--- src/rtl/axis_frame_len_fifo.sv ---
// axis_frame_len_fifo: passive AXI-Stream frame length monitor with a record FIFO
module axis_frame_len_fifo #(
   parameter int DATA_WIDTH  = 64,
   parameter bit KEEP_ENABLE = (DATA_WIDTH > 8),
   parameter int KEEP_WIDTH  = DATA_WIDTH / 8,
   parameter int LEN_WIDTH   = 16,
   parameter int DEPTH       = 4,
   parameter int MIN_LEN     = 64,
   parameter int MAX_LEN     = 1518
) (
   input  logic                  clk,
   input  logic                  rst,
   input  logic [KEEP_WIDTH-1:0] monitor_axis_tkeep,
   input  logic                  monitor_axis_tvalid,
   input  logic                  monitor_axis_tready,
   input  logic                  monitor_axis_tlast,
   output logic [LEN_WIDTH-1:0]  m_len_tdata,
   output logic [2:0]            m_len_tuser,
   output logic                  m_len_tvalid,
   input  logic                  m_len_tready,
   output logic                  frame_active,
   output logic [31:0]           frame_count,
   output logic [15:0]           drop_count
);
   localparam int AW = $clog2(DEPTH);
   localparam logic [LEN_WIDTH:0] LMAX = {1'b0, {LEN_WIDTH{1'b1}}};
   localparam logic [AW:0] FULL = (AW + 1)'(DEPTH);

   logic [LEN_WIDTH:0]   acc, pop, inc, sum, sum_sat;
   logic                 sat, ovf, sat_now, beat, last, pop_f, full, push, drop;
   logic [LEN_WIDTH-1:0] len;
   logic [LEN_WIDTH+2:0] rec;
   logic [LEN_WIDTH+2:0] mem [DEPTH];
   logic [AW-1:0]        wr, rd;
   logic [AW:0]          cnt;

   // byte count of this beat, saturating length and the record it would produce
   always_comb begin
      pop = '0;
      for (int i = 0; i < KEEP_WIDTH; i++) pop = pop + (LEN_WIDTH + 1)'(monitor_axis_tkeep[i]);
      inc = KEEP_ENABLE ? pop : (LEN_WIDTH + 1)'(1);
      sum = acc + inc;
      ovf = sum > LMAX;
      sum_sat = ovf ? LMAX : sum;
      sat_now = sat | ovf;
      len = sum_sat[LEN_WIDTH-1:0];
      rec = {sat_now, (32'(len) > 32'(MAX_LEN)) | sat_now, 32'(len) < 32'(MIN_LEN), len};
      beat = monitor_axis_tvalid && monitor_axis_tready;
      last = beat && monitor_axis_tlast;
      pop_f = m_len_tvalid && m_len_tready;
      full = cnt == FULL;
      push = last && (!full || pop_f);
      drop = last && full && !pop_f;
      m_len_tvalid = cnt != '0;
      {m_len_tuser, m_len_tdata} = m_len_tvalid ? mem[rd] : '0;
   end

   // record storage; contents are only observed through the valid-gated head
   always_ff @(posedge clk) begin
      if (push) mem[wr] <= rec;
   end

   // frame accumulator, FIFO pointers and statistics counters
   always_ff @(posedge clk or posedge rst) begin
      if (rst) begin
         acc          <= '0;
         sat          <= 1'b0;
         frame_active <= 1'b0;
         wr           <= '0;
         rd           <= '0;
         cnt          <= '0;
         frame_count  <= '0;
         drop_count   <= '0;
      end else begin
         if (beat) begin
            acc          <= last ? '0 : sum_sat;
            sat          <= last ? 1'b0 : sat_now;
            frame_active <= !monitor_axis_tlast;
         end
         if (push) wr <= wr + 1'b1;
         if (pop_f) rd <= rd + 1'b1;
         cnt         <= cnt + (AW + 1)'(push) - (AW + 1)'(pop_f);
         frame_count <= frame_count + 32'(last);
         drop_count  <= drop_count + 16'(drop && drop_count != 16'hFFFF);
      end
   end
endmodule

--- config.mk ---
export PLATFORM = sky130hd
export DESIGN_NAME = axis_frame_len_fifo
export DESIGN_NICKNAME = d
export VERILOG_FILES = /design/src/rtl/axis_frame_len_fifo.sv
export SDC_FILE = /design/constraint.sdc
export NUM_CORES = 1
export LEC_CHECK = 0
export ABC_AREA = 1
export CORE_UTILIZATION = 30
export CTS_CLUSTER_SIZE = 28
export DETAILED_ROUTE_END_ITERATION = 6
export PLACE_DENSITY = 0.5
export SLEW_MARGIN = 20
export SYNTH_ARGS = -nofsm -noshare
export SYNTH_HDL_FRONTEND = slang
export SYNTH_SLANG_ARGS = --single-unit
--- constraint.sdc ---
create_clock -name clk -period 8.08 [get_ports clk]
set_input_delay 1.212 -clock clk [delete_from_list [all_inputs] [get_ports clk]]
set_output_delay 1.212 -clock clk [all_outputs]
set_load 0.005 [all_outputs]
# [Yosys cells after proc, flatten, opt, wreduce, memory -nomap -nowiden]
# Memory sizes are Yosys's and may differ from the RTL's.
# Index checks and enable logic that the tools add are counted.
[word_totals] word_cells=48 mem_bits_rw=76 output_inout_bits=69 n_memories=1 reg_bits=74 input_bits=14
[memory_table] name="mem" words=4 word_bits=19 read_ports=1 rd_ports_with_merged_regs=0 wr=1 line_no="33" source="logic [LEN_WIDTH+2:0] mem [DEPTH];"
[classes] mux=6 n_reduce_logical=12 n_addsub=14 eq_ne=2 order_cmp=3 bitwise_logic=2
[ops] cell="two-way mux 17 bit" n=2
[ops] cell="adder 32 x 1 -> 32 bit" n=1
[ops] cell="two-way mux 19 bit" n=1
[ops] cell="adder 17 x 8 -> 17 bit" n=1
[ops] cell="> comparator 17 x 16 -> 1 bit, second input constant" n=1
[ops] cell="adder 16 x 1 -> 16 bit" n=1
[ops] cell="> comparator 16 x 11 -> 1 bit, second input constant" n=1
[ops] cell="< comparator 16 x 7 -> 1 bit, second input constant" n=1
[ops] cell="!= test 16 bit, second input constant" n=1
[ops] cell="adder 7 x 1 -> 8 bit" n=1
[ops] cell="adder 6 x 1 -> 7 bit" n=1
[ops] cell="logical AND 1 bit" n=7
[ops] cell="adder 5 x 1 -> 6 bit" n=1
[ops] cell="adder 4 x 1 -> 5 bit" n=1
[ops] cell="adder 2 x 1 -> 2 bit, second input constant" n=2
[ops] cell="adder 3 x 1 -> 4 bit" n=1
[ops] cell="adder 2 x 1 -> 3 bit" n=1
[ops] cell="adder 3 x 1 -> 3 bit" n=1
[ops] cell="== test 3 bit, second input constant" n=1
[ops] cell="zero test 1 bit" n=3
[ops] cell="two-way mux 1 bit" n=3
[ops] cell="nonzero test 3 bit" n=1
[ops] cell="subtractor 3 x 1 -> 3 bit" n=1
[ops] cell="adder 1 x 1 -> 2 bit" n=1
[ops] cell="other kinds (2)" n=3

# [Logic depth before layout (Yosys ltp)]
[depth] ltp_word=12 ltp_mapped=21

# [Worst setup path before layout]
# OpenSTA, ideal clock, no wires.
[synth_timing] path_kind="input port to flip-flop" startpoint="in monitor_axis_tkeep[0]" endpoint="mem mem[0][17] (netlist name) (data pin)" stages=19 t_arrival_ps=4606 setup_slack_ps=3208 cell_sequence="fa_1 inv_1 fa_1 fa_1 fa_1 fa_1 inv_1 nand2_1 nand2_1 nand2_1 nor2_4 nand3_2 nand2_4 buf_12 nand2_2 inv_2 nand2_2 nor2_1 nand2_1"
[synth_between] elab_chain_len=12 word_cells_on_any_way=13 cone_classes="8 x add/sub; 2 x order compare; 1 x mux; 2 x bitwise"
[synth_lines] item="start, declared" line_no="13" source="input logic [KEEP_WIDTH-1:0] monitor_axis_tkeep,"
[synth_lines] item="adder 1 x 1 -> 2 bit (*)" line_no="40" source="for (int i = 0; i < KEEP_WIDTH; i++) pop = pop + (LEN_WIDTH + 1)'(monitor_axis_tkeep[i]);"
[synth_lines] item="adder 2 x 1 -> 3 bit (*)" line_no="40"
[synth_lines] item="adder 3 x 1 -> 4 bit (*)" line_no="40"
[synth_lines] item="adder 4 x 1 -> 5 bit (*)" line_no="40"
[synth_lines] item="adder 5 x 1 -> 6 bit (*)" line_no="40"
[synth_lines] item="adder 6 x 1 -> 7 bit (*)" line_no="40"
[synth_lines] item="adder 7 x 1 -> 8 bit (*)" line_no="40"
[synth_lines] item="adder 17 x 8 -> 17 bit (*)" line_no="42" source="sum = acc + inc;"
[synth_lines] item="> comparator 17 x 16 -> 1 bit" line_no="43" source="ovf = sum > LMAX;"
[synth_lines] item="two-way mux 17 bit (*)" line_no="44" source="sum_sat = ovf ? LMAX : sum;"
[synth_lines] item="via rec[14]" line_no="32" source="logic [LEN_WIDTH+2:0] rec;"
[synth_lines] item="> comparator 16 x 11 -> 1 bit (*)" line_no="47" source="rec = {sat_now, (32'(len) > 32'(MAX_LEN)) | sat_now, 32'(len) < 32'(MIN_LEN), len};"
[synth_lines] item="bitwise OR 1 bit (*)" line_no="47"
[synth_lines] item="via rec[17]" line_no="32"
[synth_lines] item="end, declared" line_no="33"
# Mark *: on every way through the listed nets, which the timed path passes. The rest lies on a longest branch.

# [Final worst setup path]
[layout_timing] startpoint="in monitor_axis_tkeep[0]" endpoint="mem mem[0][16] (netlist name) (data pin)"
[layout_between] elab_chain_len=11
[layout_lines] item="adder 1 x 1 -> 2 bit (*)" line_no="40"
[layout_lines] item="adder 2 x 1 -> 3 bit (*)" line_no="40"
[layout_lines] item="adder 3 x 1 -> 4 bit (*)" line_no="40"
[layout_lines] item="adder 4 x 1 -> 5 bit (*)" line_no="40"
[layout_lines] item="adder 5 x 1 -> 6 bit (*)" line_no="40"
[layout_lines] item="adder 6 x 1 -> 7 bit (*)" line_no="40"
[layout_lines] item="adder 7 x 1 -> 8 bit (*)" line_no="40"
[layout_lines] item="adder 17 x 8 -> 17 bit (*)" line_no="42"
[layout_lines] item="> comparator 17 x 16 -> 1 bit" line_no="43"
[layout_lines] item="two-way mux 17 bit (*)" line_no="44"
[layout_lines] item="via rec[12]" line_no="32"
[layout_lines] item="< comparator 16 x 7 -> 1 bit (*)" line_no="47"
[layout_lines] item="via rec[16]" line_no="32"
# Marks and branches as above.

==> metrics.cfg <==
[placement]
port_buffers=82
place.gp.congestion=0.729
dp_hpwl_um=10400
place_area_um2=8290

[floorplanning]
core_um2=22900
die_y_um=156
io_pins=83
rows=55
start_util_pct=31.0
die_w_um=156
fp.dieArea_um2=24300

[synthesis]
postSynthAreaPerCell_um2=10.3
syn_nets=723
ys_seq_area_share_pct=58.3
yosys_warnings=0
synthCells=687
ys_types=35
yosys_register_bits=150
syn_area_um2=7100

[global_route]
grt_max_degree=75
grt_use_total_pct=14.1
antenna_found_initial=0
grt_overflow=0
grt_pass1_vias=5000
grt_pass1_wl_um=26200

[worst_setup_path]
cp_slowest_cell=fa_1
criticalPathCategory=input port to flip-flop
crit_chain=clkdlybuf4s50_1 > fa_1 > inv_1 > fa_1 > fa_1 > fa_1 > fa_1 > inv_1 > nand2_1 > nand2_1 > nand2_1 > nor2_4 > nand3_2 > nand2_4 > nand2_1 > nor2_4 > nand3_1 > nor2_1
cp_max_fo=18
cp_data_required_time_ps=8290
start_kind=input port
cp_common_cell=fa_1
path_buf_inv=3
crit_path_end_kind=flip-flop
slowest_delay_ps=540
cp.arrival_ps=5540
cp_top_family=adder cells

[routing]
drt_iter0_markers=199
drt-total-wl_um=15800
via_per_inst=4.46
drt_pass1_iterations=5
final_antenna_net_count=0
wl_per_cell_um=14.3
drc=0
num_vias=4919

[clock_network]
cts_tree=built
ctsResizeCount=0
root_buffer=clkbuf_16
cts_sinks=150
h-tree-depth=4
numCtsBuffers=17
clk_latency_ps=420
cts.path.max_buffers=2
cts-hold-fix-buffers=0
clk_pin_slew_worst_paths_ps=60
post-cts-setup-buffers=0

[layout]
final_common_cell=nor2_1
final_cell_mix=nor2_1 (113), nand2_1 (92), clkdlybuf4s50_1 (82)
final_area_um2=8900
drive_gt1_share_pct=9.36
fin_nets=814
num_antenna_cells=0
nFillCells=2327
syn_to_final_growth_pct=25.5

[status]
status=finished, final reports clean

[timing]
fin_setup_tns_ps=0
setup_viol=0
finalClockSkew_ps=8.33
hold_viol=0
period_minus_slack_ps=5340
fmax_mhz=187
grt_setup_unrepaired=false
worst_pin_slew_ps=1040
whs_ps=475
finalCritPeriodShare_pct=66.1
slew_headroom_pct=30.2
drv_slew=0

[hold_path]
holdCritPathClass=flip-flop to flip-flop

[power]
pwr_density_cell_nw_per_um2=291
leakage_nw=3.75
vdd_ir_drop_max_v=0.000130

[flow_run]
drv_cap=0

-- final timing paths --
| kind | from | endpoint | slack [ps] | cells past startpoint |
|---|---|---|---|---|
| setup / recovery | monitor_axis_tkeep[0] | mem[0][16] | 2740 | 18 |
| hold / removal | frame_count[31] | frame_count[31] | 480 | 1 |
| setup reg to reg | acc[0] | mem[0][16] | 4140 | 16 |
| hold reg to reg | frame_count[31] | frame_count[31] | 480 | 1 |
| max in group asynchronous | rst | rd[0] | 6300 | 3 |
| min in group asynchronous | rst | frame_count[16] | 1300 | 3 |
-- layout make-up --
cell class	count	area, µm²	area share (%)
clock inverters	15	188	2.11
inverters	71	268	3.01
clock buffers	17	425	4.78
well taps	313	392	4.40
flip-flops and latches	150	4130	46.4
multi-input cells	448	2610	29.3
repair buffers	90	885	9.94
-- worst reg2reg max path: stages, from the launching register on --
cell,delay [ps]
dfrtp_1,360
inv_1,80
fa_1,430
fa_1,450
fa_1,420
fa_1,420
inv_1,70
nand2_1,40
nand2_1,110
nand2_1,160
nor2_4,140
nand3_2,100
nand2_4,220
nand2_1,230
nor2_4,160
nand3_1,80
nor2_1,270
-- through the flow --
step / power (mW) / util (%) / instances / setup WS [ps]
4_1_cts: 2.63 / 38.8 / 1104 / 2740
3_5_place_dp: 1.79 / 36.2 / 1072 / 2300
3_3_place_gp: 1.78 / 36.2 / 1072 / 2410
5_1_grt: 2.76 / 38.9 / 1104 / 2470
6_report: 2.59 / 38.9 / 1104 / 2740
2_1_floorplan: 1.43 / - / 687 / 3210
-- sequential cells by signal, indices dropped and copies added, names as in the netlist --
| signal | cells |
|---|---|
| mem | 76 |
| frame_count | 32 |
| acc | 17 |
| drop_count | 16 |
| cnt | 3 |
| rd | 2 |
| wr | 2 |
| frame_active | 1 |
| sat | 1 |
-- logic make-up (layout without fill, tap and decap cells) --
kind of cell               after synthesis  after routing  share of synthesized area (%)
buffers and inverters                   89            193                           4.94
adders and majority gates               22             22                           4.51
AOI/OAI and AO/OA                       86             86                           6.61
and+or+nand+nor                        287            287                           19.0
xor gates and xnor gates                53             53                           6.65
DFF                                    150            150                           58.3
-- report_power, final --
group / internal (mW) / switching [mW] / total (mW)
clock network: 0.495 / 0.337 / 0.831
registers: 0.913 / 0.0420 / 0.955
logic: 0.354 / 0.448 / 0.801
-- Yosys cell counts --
cell | count | area share (%)
buf_12 | 1 | 0.28
or2_2 | 1 | 0.088
a22o_1 | 7 | 0.86
nor2_2 | 2 | 0.18
xnor2_1 | 23 | 2.8
or2_4 | 1 | 0.12
nand4_1 | 16 | 1.4
ha_1 | 16 | 2.8
nor3_2 | 1 | 0.14
nor3_1 | 8 | 0.56
dfrtp_1 | 74 | 26
o22ai_1 | 2 | 0.18
o21ai_0 | 50 | 3.5
nand3_1 | 22 | 1.6
nand2_1 | 92 | 4.9
clkbuf_1 | 15 | 0.79
nand3_2 | 4 | 0.56
inv_1 | 69 | 3.6
nand2_2 | 8 | 0.71
xor2_1 | 29 | 3.6
nand2_4 | 3 | 0.48
nor4b_1 | 1 | 0.12
fa_1 | 6 | 1.7
a31oi_1 | 3 | 0.26
edfxtp_1 | 76 | 32
nor4_2 | 2 | 0.35
nor2_1 | 113 | 6.0
nor3_4 | 2 | 0.46
inv_2 | 2 | 0.11
nor2_4 | 7 | 1.1
xor2_2 | 1 | 0.23
o21bai_2 | 1 | 0.16
buf_1 | 2 | 0.11
nor4_1 | 4 | 0.35
a21oi_1 | 23 | 1.6
-- routing by layer --
layer | vias to the layer above | track usage, % | routed length, µm
li1 | 2470 | - | -
met1 | 2371 | 18.6 | 7760
met2 | 70 | 22.8 | 7500
met3 | 8 | 3.50 | 429
met4 | 0 | 4.30 | 108
met5 | - | 0 | 0
No activity file was read; power rests on OpenSTA's default activity.
